==> src/rtl/spi_reg_slave.sv <==
// SPI mode-0 slave that turns oversampled sclk/mosi/ss_n frames into single-cycle
// register-file write/read strobes and shifts read data back out on miso.
`timescale 1ns/1ps
module spi_reg_slave #(
  parameter int ADDR_WIDTH = 7,
  parameter int DATA_WIDTH = 16
) (
  input  logic                  clock,
  input  logic                  reset,
  input  logic                  sclk,
  input  logic                  mosi,
  input  logic                  ss_n,
  output logic                  miso,
  output logic                  wr_en,
  output logic [ADDR_WIDTH-1:0] wr_addr,
  output logic [DATA_WIDTH-1:0] wr_data,
  output logic                  rd_en,
  output logic [ADDR_WIDTH-1:0] rd_addr,
  input  logic [DATA_WIDTH-1:0] rd_data,
  output logic                  frame_error
);

  localparam int CMD_BITS   = ADDR_WIDTH + 1;
  localparam int FRAME_BITS = 1 + ADDR_WIDTH + DATA_WIDTH;
  localparam logic [4:0] CMD_LAST  = 5'(CMD_BITS - 1);
  localparam logic [4:0] DATA_LAST = 5'(FRAME_BITS - 1);

  typedef enum logic [2:0] {
    IDLE  = 3'd0,
    CMD   = 3'd1,
    FETCH = 3'd2,
    DATA  = 3'd3,
    DONE  = 3'd4
  } state_t;

  // Current FSM state; kept as a named enum so checkers can bind to it.
  state_t state;

  logic sclk_meta, sclk_sync, sclk_prev;
  logic mosi_meta, mosi_sync;
  logic ss_meta, ss_sync;
  logic [1:0] sync_fill;
  logic armed;
  logic sclk_rise, sclk_fall;

  logic [4:0]            bit_cnt;
  logic [CMD_BITS-1:0]   cmd_shift;
  logic [DATA_WIDTH-1:0] data_shift;
  logic [DATA_WIDTH-1:0] tx_shift;
  logic                  fetch_wait;
  logic                  done_entry;
  logic                  is_read;

  assign sclk_rise = sclk_sync & ~sclk_prev;
  assign sclk_fall = ~sclk_sync & sclk_prev;
  assign is_read   = cmd_shift[CMD_BITS-1];

  // sync_fill marks when ss_sync again reflects the pin after reset, so a
  // frame interrupted by reset is not picked up mid-way; armed needs a real high.
  always_ff @(posedge clock) begin
    if (reset) begin
      sclk_meta <= 1'b0;
      sclk_sync <= 1'b0;
      sclk_prev <= 1'b0;
      mosi_meta <= 1'b0;
      mosi_sync <= 1'b0;
      ss_meta   <= 1'b1;
      ss_sync   <= 1'b1;
      sync_fill <= 2'b00;
      armed     <= 1'b0;
    end else begin
      sclk_meta <= sclk;
      sclk_sync <= sclk_meta;
      sclk_prev <= sclk_sync;
      mosi_meta <= mosi;
      mosi_sync <= mosi_meta;
      ss_meta   <= ss_n;
      ss_sync   <= ss_meta;
      sync_fill <= {sync_fill[0], 1'b1};
      if (sync_fill[1] && ss_sync) begin
        armed <= 1'b1;
      end
    end
  end

  // Strobe contract: wr_en and rd_en are single-cycle pulses with no back-pressure;
  // the register file must accept wr_en unconditionally and return rd_data
  // exactly one cycle after rd_en.
  always_ff @(posedge clock) begin
    if (reset) begin
      state       <= IDLE;
      bit_cnt     <= '0;
      cmd_shift   <= '0;
      data_shift  <= '0;
      tx_shift    <= '0;
      fetch_wait  <= 1'b0;
      done_entry  <= 1'b0;
      miso        <= 1'b0;
      wr_en       <= 1'b0;
      wr_addr     <= '0;
      wr_data     <= '0;
      rd_en       <= 1'b0;
      rd_addr     <= '0;
      frame_error <= 1'b0;
    end else begin
      wr_en       <= 1'b0;
      rd_en       <= 1'b0;
      frame_error <= 1'b0;
      case (state)
        IDLE: begin
          miso <= 1'b0;
          if (armed && !ss_sync) begin
            bit_cnt <= '0;
            state   <= CMD;
          end
        end

        CMD: begin
          if (ss_sync) begin
            state       <= IDLE;
            frame_error <= 1'b1;
            miso        <= 1'b0;
          end else if (sclk_rise) begin
            cmd_shift <= {cmd_shift[CMD_BITS-2:0], mosi_sync};
            if (bit_cnt != 5'h1f) begin
              bit_cnt <= bit_cnt + 5'd1;
            end
            if (bit_cnt == CMD_LAST) begin
              // The oldest bit still sits one below the top before this shift.
              if (cmd_shift[CMD_BITS-2]) begin
                state      <= FETCH;
                rd_en      <= 1'b1;
                rd_addr    <= {cmd_shift[ADDR_WIDTH-2:0], mosi_sync};
                fetch_wait <= 1'b0;
              end else begin
                state <= DATA;
              end
            end
          end
        end

        FETCH: begin
          if (ss_sync) begin
            state       <= IDLE;
            frame_error <= 1'b1;
            miso        <= 1'b0;
          end else if (!fetch_wait) begin
            fetch_wait <= 1'b1;
          end else begin
            tx_shift <= rd_data;
            state    <= DATA;
          end
        end

        DATA: begin
          if (ss_sync) begin
            state       <= IDLE;
            frame_error <= 1'b1;
            miso        <= 1'b0;
          end else begin
            if (sclk_rise) begin
              data_shift <= {data_shift[DATA_WIDTH-2:0], mosi_sync};
              if (bit_cnt != 5'h1f) begin
                bit_cnt <= bit_cnt + 5'd1;
              end
              if (bit_cnt == DATA_LAST) begin
                state      <= DONE;
                done_entry <= 1'b1;
              end
            end
            if (sclk_fall && is_read) begin
              miso     <= tx_shift[DATA_WIDTH-1];
              tx_shift <= {tx_shift[DATA_WIDTH-2:0], 1'b0};
            end
          end
        end

        DONE: begin
          miso <= 1'b0;
          if (done_entry) begin
            done_entry <= 1'b0;
            if (!is_read) begin
              wr_en   <= 1'b1;
              wr_addr <= cmd_shift[ADDR_WIDTH-1:0];
              wr_data <= data_shift;
            end
          end else if (ss_sync) begin
            state <= IDLE;
          end
        end

        default: begin
          state <= IDLE;
          miso  <= 1'b0;
        end
      endcase
    end
  end

endmodule

==> config.mk <==
export PLATFORM = sky130hd
export DESIGN_NAME = spi_reg_slave
export DESIGN_NICKNAME = d
export VERILOG_FILES = /design/src/rtl/spi_reg_slave.sv
export SDC_FILE = /design/constraint.sdc
export NUM_CORES = 1
export LEC_CHECK = 0
export BUFFER_PORTS_ARGS = -buffer_cell sky130_fd_sc_hd__buf_4
export CAP_MARGIN = 20
export CORE_MARGIN = 4
export CORE_UTILIZATION = 51
export DETAILED_ROUTE_END_ITERATION = 16
export MAX_ROUTING_LAYER = met4
export PLACE_DENSITY_LB_ADDON = 0.3
export SLEW_MARGIN = 20
export SYNTH_ARGS = -nofsm -noshare
export SYNTH_HDL_FRONTEND = slang
export SYNTH_SLANG_ARGS = --single-unit
==> constraint.sdc <==
create_clock -name clock -period 1.72 [get_ports clock]
set_input_delay 0.086 -clock clock [delete_from_list [all_inputs] [get_ports clock]]
set_output_delay 0.086 -clock clock [all_outputs]
set_load 0.01 [all_outputs]
==> results of run 1 <==
==> critical path, cell delays in order (launching register included) <==
cell and delay (ns):
dfxtp_4 0.36, ha_4 0.16, and3_4 0.18, ha_4 0.14, and4bb_2 0.33, o21a_1 0.18
xnor2_1 0.14, nor2_1 0.05
==> stage by stage <==
stage	std cells	TNS, ns	hold WS, ns
finish	609	0	0.00964
global route	609	-0.134	0.00107
CTS	605	0	0.00203
detailed placement	580	-0.0369	0.277
global placement	580	0	0.275
floorplan	435	0	0.190
==> cell families after synthesis <==
| family | after synthesis | synth area share, % |
|---|---|---|
| flops | 94 | 49.1 |
| fa+ha+maj | 2 | 0.653 |
| buf+inv | 34 | 4.70 |
| mux | 10 | 2.61 |
| xor+xnor | 4 | 0.915 |
| compound gates | 97 | 16.8 |
| simple gates | 194 | 25.2 |
==> cell type report <==
| type | count | area, um2 |
|---|---|---|
| tap | 99 | 124 |
| clock inverter | 5 | 40.0 |
| inverter | 3 | 11.3 |
| fill | 630 | 2520 |
| multi-input combinational | 307 | 1810 |
| sequential | 94 | 1890 |
| clock buffer | 11 | 151 |
| timing repair buffer | 90 | 739 |
==> repair_timing <==
action                                  CTS  global route
resized for setup                         1            13
setup buffers                             0             4
pin swaps                                 1             7
endpoints found under the hold margin    13             0
hold buffers                              9             0
endpoints found under the setup margin    4            40
==> cells in the final DEF, fill, tap and decap left out, types with 3 or more instances in the layout <==
cell type      Yosys  layout
nand2_1          116     116
dfxtp_1           94      91
buf_4              6      77
a21oi_1           69      68
nand3_1           22      21
nor2_1            16      16
clkbuf_8           0      11
a311oi_2          10      10
mux2i_1           10      10
dlygate4sd3_1      0       9
nor2b_1            6       6
a311oi_1           5       5
inv_1              3       3
nor3b_2            3       3
xor2_1             3       3
or2_2              3       3
clkinvlp_4         0       3
buf_12             0       3
==> routing by layer <==
metal / global-route usage (%) / vias to the layer above
li1: - / 1639
met1: 23.7 / 1509
met2: 28.8 / 78
met3: 4.30 / 13
met4: 8.53 / 0
met5: - / -
==> final timing paths <==
| check | start | to | slack, ns | depth (start not counted) |
|---|---|---|---|---|
| hold / removal | rd_data[2] | tx_shift[2]$_SDFFE_PP0P_ | 0.01 | 3 |
| setup reg to reg | bit_cnt[0]$_SDFFE_PP0P_ | bit_cnt[0]$_SDFFE_PP0P_ | 0.06 | 7 |
| hold reg to reg | ss_meta$_SDFF_PP1_ | ss_sync$_SDFF_PP1_ | 0.42 | 1 |
| setup / recovery | bit_cnt[0]$_SDFFE_PP0P_ | bit_cnt[0]$_SDFFE_PP0P_ | 0.06 | 7 |
==> flip-flops by register name (all words and copies together), names as in the netlist <==
signal and cells:
state 3, mosi_meta 1, rd_en 1, tx_shift 16
ss_meta 1, armed 1, rd_addr 7, ss_sync 1
miso 1, wr_en 1, sclk_meta 1, frame_error 1
bit_cnt 5, wr_data 16, sclk_sync 1, sclk_prev 1
mosi_sync 1, cmd_shift 8, done_entry 1, wr_addr 7
data_shift 16, fetch_wait 1, sync_fill 2
==> power breakdown <==
part | switching [mW] | internal, mW | total, mW
Clock | 0.773 | 0.614 | 1.39
Combinational | 0.187 | 0.170 | 0.357
Sequential | 0.0281 | 2.20 | 2.22
Total | 0.988 | 2.98 | 3.97
==> key figures, run 1 <==
Layout
  • # diodes: 0
  • Net count, final: 528
  • Layout cells sized above 1: 26.3%
  • Post-layout instance area: 4770 um2
  • Finished Core Util: 65.4%
  • Synthesis-to-finish area growth: 24.5%

Floorplan
  • # IOs: 55
  • Die width: 94.7 um
  • Core area: 7290 um2
  • Cell row count: 31
  • Initial Util: 52.5%
  • Die Height: 94.7 um
  • Die area: 8960 um2

Clock tree
  • Total CTS buffers: 9
  • H-tree depth: 3
  • Clock buffer depth: 2
  • Worst skew pair latency: 0.36 ns
  • Root Buffer: clkbuf_8
  • CTS tree: built
  • # clock sinks: 94
  • Worst-path clk slew: 0.08 ns

Yosys
  • Synth Warn #: 0
  • Syn avg cell area: 8.81 um2
  • Mapped Cells: 435
  • Yosys reg bits: 94
  • Top FF cell, synth: dfxtp_1
  • Cell type with the largest total area after synthesis: dfxtp_1
  • Post-Syn Nets: 458
  • Synth top area share: 49.1%
  • Synth top area cells: dfxtp_1, nand2_1, a21oi_1
  • Register area share after synthesis: 49.1%
  • Synthesized area: 3830 um2
  • Async SR Flop Fraction: 0%
  • Synth cell count leaders: nand2_1, dfxtp_1, a21oi_1
  • Number of flops mapped to enable cells by yosys: 0
  • Unique masters post-synth: 50
  • Count leader, synth: nand2_1

Critical path
  • Setup Crit Path Kind: reg2reg
  • CP required: 1.95 ns
  • CP startpoint kind: flip-flop
  • Crit. End Element: flip-flop
  • CP max FO: 4
  • Critical Path AT: 1.90 ns

Place
  • Dpl ws: -0.0268 ns
  • IO buf count: 54
  • DP Wirelength: 5.20 mm
  • Placed inst area: 4400 um2
  • Placer Congestion: 0.841

Route
  • Routed WL: 7.85 mm
  • DR DRC count: 0
  • Initial DRC Count: 137
  • DR WL/cell: 12.9 um
  • Highest metal used: met4
  • Drt pass-1 iters: 4
  • Routed Antenna Nets: 0
  • Routed wl met3: 361 um
  • Vias per cell: 5.32
  • Metal-1 WL: 3.59 mm
  • DR WL met2: 3.76 mm
  • Via count: 3,239

Timing
  • Worst Skew: 0.0103 ns
  • Minimum clock period after layout: 1.66 ns
  • Pins Over Slew Limit: 0
  • Slew @ Worst Pin: 0.510 ns
  • Max Freq: 602 MHz
  • RSZ-0062 raised after global routing: true
  • Final Hold Vio Count: 0
  • Final setup fails: 0
  • Max_slew headroom: 65.9%
  • Tcrit/Tclk final: 96.6%
  • Fin worst setup slack: 0.0586 ns

Global routing
  • Initial antenna violation count: 0
  • First-pass GRT wire length: 13.1 mm
  • Vias in the first global route: 2,929
  • GRT Util Overall: 18.8%
  • Largest net degree at the start of global routing: 78
  • Remaining global-route overflow: 0

Outcome
  • Status: complete, no violations

Flow run
  • Max Cap Viol: 0

Power and ir drop
  • Leakage power figure: 1.81 nW
  • Worst ir drop on vdd: 0.470 mV
  • Pwr dens: 832 nW/um2
  • Final Power: 3.97 mW

Hold path
  • Hold crit path type: in2reg
Power figures use the tool's default switching activity.
==> run 2: changes to the inputs <==
--- a/config.mk
+++ b/config.mk
@@ -11,7 +11,7 @@
 export CORE_UTILIZATION = 51
 export DETAILED_ROUTE_END_ITERATION = 16
 export MAX_ROUTING_LAYER = met4
-export PLACE_DENSITY_LB_ADDON = 0.3
+export PLACE_DENSITY = 0.72
 export SLEW_MARGIN = 20
 export SYNTH_ARGS = -nofsm -noshare
 export SYNTH_HDL_FRONTEND = slang
==> key figures, run 2 (synthesis results as in run 1) <==
Clock tree
  • Worst-path clk slew: 0.09 ns (was 0.08 ns)
  • Worst skew pair latency: 0.36 ns (about the same)
  • CTS tree: built (unchanged)
  • Root Buffer: clkbuf_8 (unchanged)
  • H-tree depth: 3 (unchanged)
  • # clock sinks: 94 (unchanged)
  • Total CTS buffers: 9 (unchanged)
  • Clock buffer depth: 2 (unchanged)

Timing
  • Max Freq: 596 MHz (was 602 MHz)
  • Max_slew headroom: 69.6% (was 65.9%)
  • Pins Over Slew Limit: 0 (unchanged)
  • Minimum clock period after layout: 1.68 ns (was 1.66 ns)
  • Fin worst setup slack: 0.0434 ns (was 0.0586 ns)
  • Slew @ Worst Pin: 0.455 ns (was 0.510 ns)
  • Tcrit/Tclk final: 97.5% (was 96.6%)
  • Final setup fails: 0 (unchanged)
  • RSZ-0062 raised after global routing: true (unchanged)
  • Worst Skew: 0.0117 ns (was 0.0103 ns)
  • Final Hold Vio Count: 0 (unchanged)

Floorplan
  • Die Height: 94.7 um (unchanged)
  • Initial Util: 52.5% (unchanged)
  • Die area: 8960 um2 (unchanged)
  • Die width: 94.7 um (unchanged)
  • Cell row count: 31 (unchanged)
  • Core area: 7290 um2 (unchanged)
  • # IOs: 55 (unchanged)

Place
  • Placed inst area: 4390 um2 (was 4400 um2)
  • Dpl ws: -0.0361 ns (was -0.0268 ns)
  • DP Wirelength: 5.26 mm (was 5.20 mm)
  • IO buf count: 54 (unchanged)
  • Placer Congestion: 0.809 (was 0.841)

Hold path
  • WHS Path Cells: 3 (unchanged)
  • Hold EP: tx_shift[0]$_SDFFE_PP0P_ (was tx_shift[2]$_SDFFE_PP0P_)
  • Min-Delay Startpoint: rd_data[0] (was rd_data[2])
  • Hold crit path type: in2reg (unchanged)

Layout
  • Post-layout instance area: 4740 um2 (was 4770 um2)
  • Regs by FF count: data_shift x16, tx_shift x16, wr_data x16 (unchanged)
  • Filler cells: 623 (was 630)
  • Most frequent cells in the layout: nand2_1, dfxtp_1, buf_4 (unchanged)
  • Commonest non-fill, non-tap cell in the layout: nand2_1 (unchanged)
  • Area occupied by registers: 1890 um2 (about the same)
  • # diodes: 0 (unchanged)
  • Layout cells sized above 1: 25.9% (was 26.3%)
  • Synthesis-to-finish area growth: 23.8% (was 24.5%)
  • Multi-input gate area: 1810 um2 (unchanged)
  • Net count, final: 523 (was 528)
  • Finished Core Util: 65.0% (was 65.4%)

Outcome
  • Status: complete, no violations (unchanged)

Route
  • Drt pass-1 iters: 4 (unchanged)
  • Initial DRC Count: 82 (was 137)
  • DR DRC count: 0 (unchanged)
  • Routed WL: 8.13 mm (was 7.85 mm)
  • Via count: 3,201 (was 3,239)
  • DR WL/cell: 13.5 um (was 12.9 um)
  • Vias per cell: 5.30 (was 5.32)
  • Routed Antenna Nets: 0 (unchanged)

Power and ir drop
  • Pwr dens: 852 nW/um2 (was 832 nW/um2)
  • Leakage power figure: 1.79 nW (was 1.81 nW)
  • Worst ir drop on vdd: 0.566 mV (was 0.470 mV)

Global routing
  • Vias in the first global route: 2,803 (was 2,929)
  • First-pass GRT wire length: 13.1 mm (about the same)
  • Remaining global-route overflow: 0 (unchanged)
  • Largest net degree at the start of global routing: 49 (was 78)
  • GRT Util Overall: 18.9% (was 18.8%)
  • Initial antenna violation count: 0 (unchanged)

Critical path
  • CP required: 1.96 ns (was 1.95 ns)
  • Crit. End Element: flip-flop (unchanged)
  • Reg-to-reg endpoint: bit_cnt[0]$_SDFFE_PP0P_ (unchanged)
  • CP startpoint kind: flip-flop (unchanged)
  • Critical Path AT: 1.91 ns (was 1.90 ns)
  • Setup Crit Path Kind: reg2reg (unchanged)
  • R2r startpoint: bit_cnt[0]$_SDFFE_PP0P_ (unchanged)
  • FF-to-FF setup slack: 0.04 ns (was 0.06 ns)
  • CP cell instances: ha_4 > and3_4 > ha_4 > and4bb_2 > o21a_1 > xnor2_1 > nor2_1 (unchanged)
  • Cell repeated most along the worst path: ha_4 (unchanged)
  • Worst reg2reg path depth: 7 (unchanged)
  • CP max FO: 5 (was 4)
  • CP max-delay cell: dfxtp_4 (unchanged)
  • Peak per-stage delay on the critical path: 0.36 ns (about the same)

Flow run
  • Max Cap Viol: 0 (unchanged)
## run 2: cell types whose count changed in the layout (fill, tap and decap cells not counted), sizes merged
cell / before / now
dlygate4sd3: 9 / 6
clkinv: 0 / 2
bufinv: 0 / 1
buf: 81 / 78
clkinvlp: 3 / 1
## run 2: per-layer routing
metal / routed length, um / share of wire, % / up-vias / global-route usage (%)
li1: - / - / 1627 / -
met4: 152 / 1.9 / 0 / 7.57
met2: 3860 / 48 / 68 / 30.3
met1: 3770 / 46 / 1491 / 23.6
met5: 0 / 0 / - / -
met3: 340 / 4.2 / 15 / 3.43
## run 2: worst max-delay path by stage
stage | startpoint | to | slack (ns) | depth (start not counted)
after global routing | bit_cnt[0]$_SDFFE_PP0P_ | bit_cnt[0]$_SDFFE_PP0P_ | -0.03 | 7
final | bit_cnt[0]$_SDFFE_PP0P_ | bit_cnt[0]$_SDFFE_PP0P_ | 0.04 | 7
after detailed placement | bit_cnt[0]$_SDFFE_PP0P_ | bit_cnt[0]$_SDFFE_PP0P_ | -0.04 | 7
after global placement | bit_cnt[0]$_SDFFE_PP0P_ | bit_cnt[0]$_SDFFE_PP0P_ | 0.02 | 7
after floorplan | bit_cnt[0]$_SDFFE_PP0P_ | bit_cnt[0]$_SDFFE_PP0P_ | 0.08 | 7
after CTS | bit_cnt[1]$_SDFFE_PP0P_ | bit_cnt[0]$_SDFFE_PP0P_ | 0.03 | 7
## run 2: where the power goes
group	internal [mW]	leakage, nW	total (mW)	switching (mW)
registers	2.20	0.761	2.21	0.0183
logic	0.156	0.933	0.352	0.196
clock network	0.684	0.0973	1.47	0.791
total	3.04	1.79	4.04	1.00
## run 2: cell type report
type / count / share of cell area [%]
inverter: 3 / 0.237
timing repair buffer: 85 / 14.9
tap: 99 / 2.61
sequential: 94 / 39.8
clock buffer: 10 / 2.69
multi-input combinational: 307 / 38.2
clock inverter: 6 / 1.45
## run 2: critical path: cells and delay by family, from the launching register on
kind / cells / cell delay (ns)
simple gates: 3 / 0.56
flops: 1 / 0.36
fa+ha+maj: 2 / 0.31
compound gates: 1 / 0.19
xor+xnor: 1 / 0.14
## run 2: stage by stage
step	std cells	setup TNS, ns	total power, mW	hold slack, ns
after floorplan	435	0	2.49	0.190
after global placement	579	0	2.60	0.272
after detailed placement	579	-0.0823	2.60	0.277
after CTS	601	0	4.05	0.00513
after global routing	604	-0.0880	4.19	0.0263
final	604	0	4.04	0.0186
## run 2: timing repair
item                       4_1_cts  5_1_grt
setup buffers                    0        2
setup endpoints to repair        5       28
hold buffers                     6        0
gates resized for setup          3       11
gates cloned                     0        1
hold endpoints to repair         6        0
pin swaps                        1        7
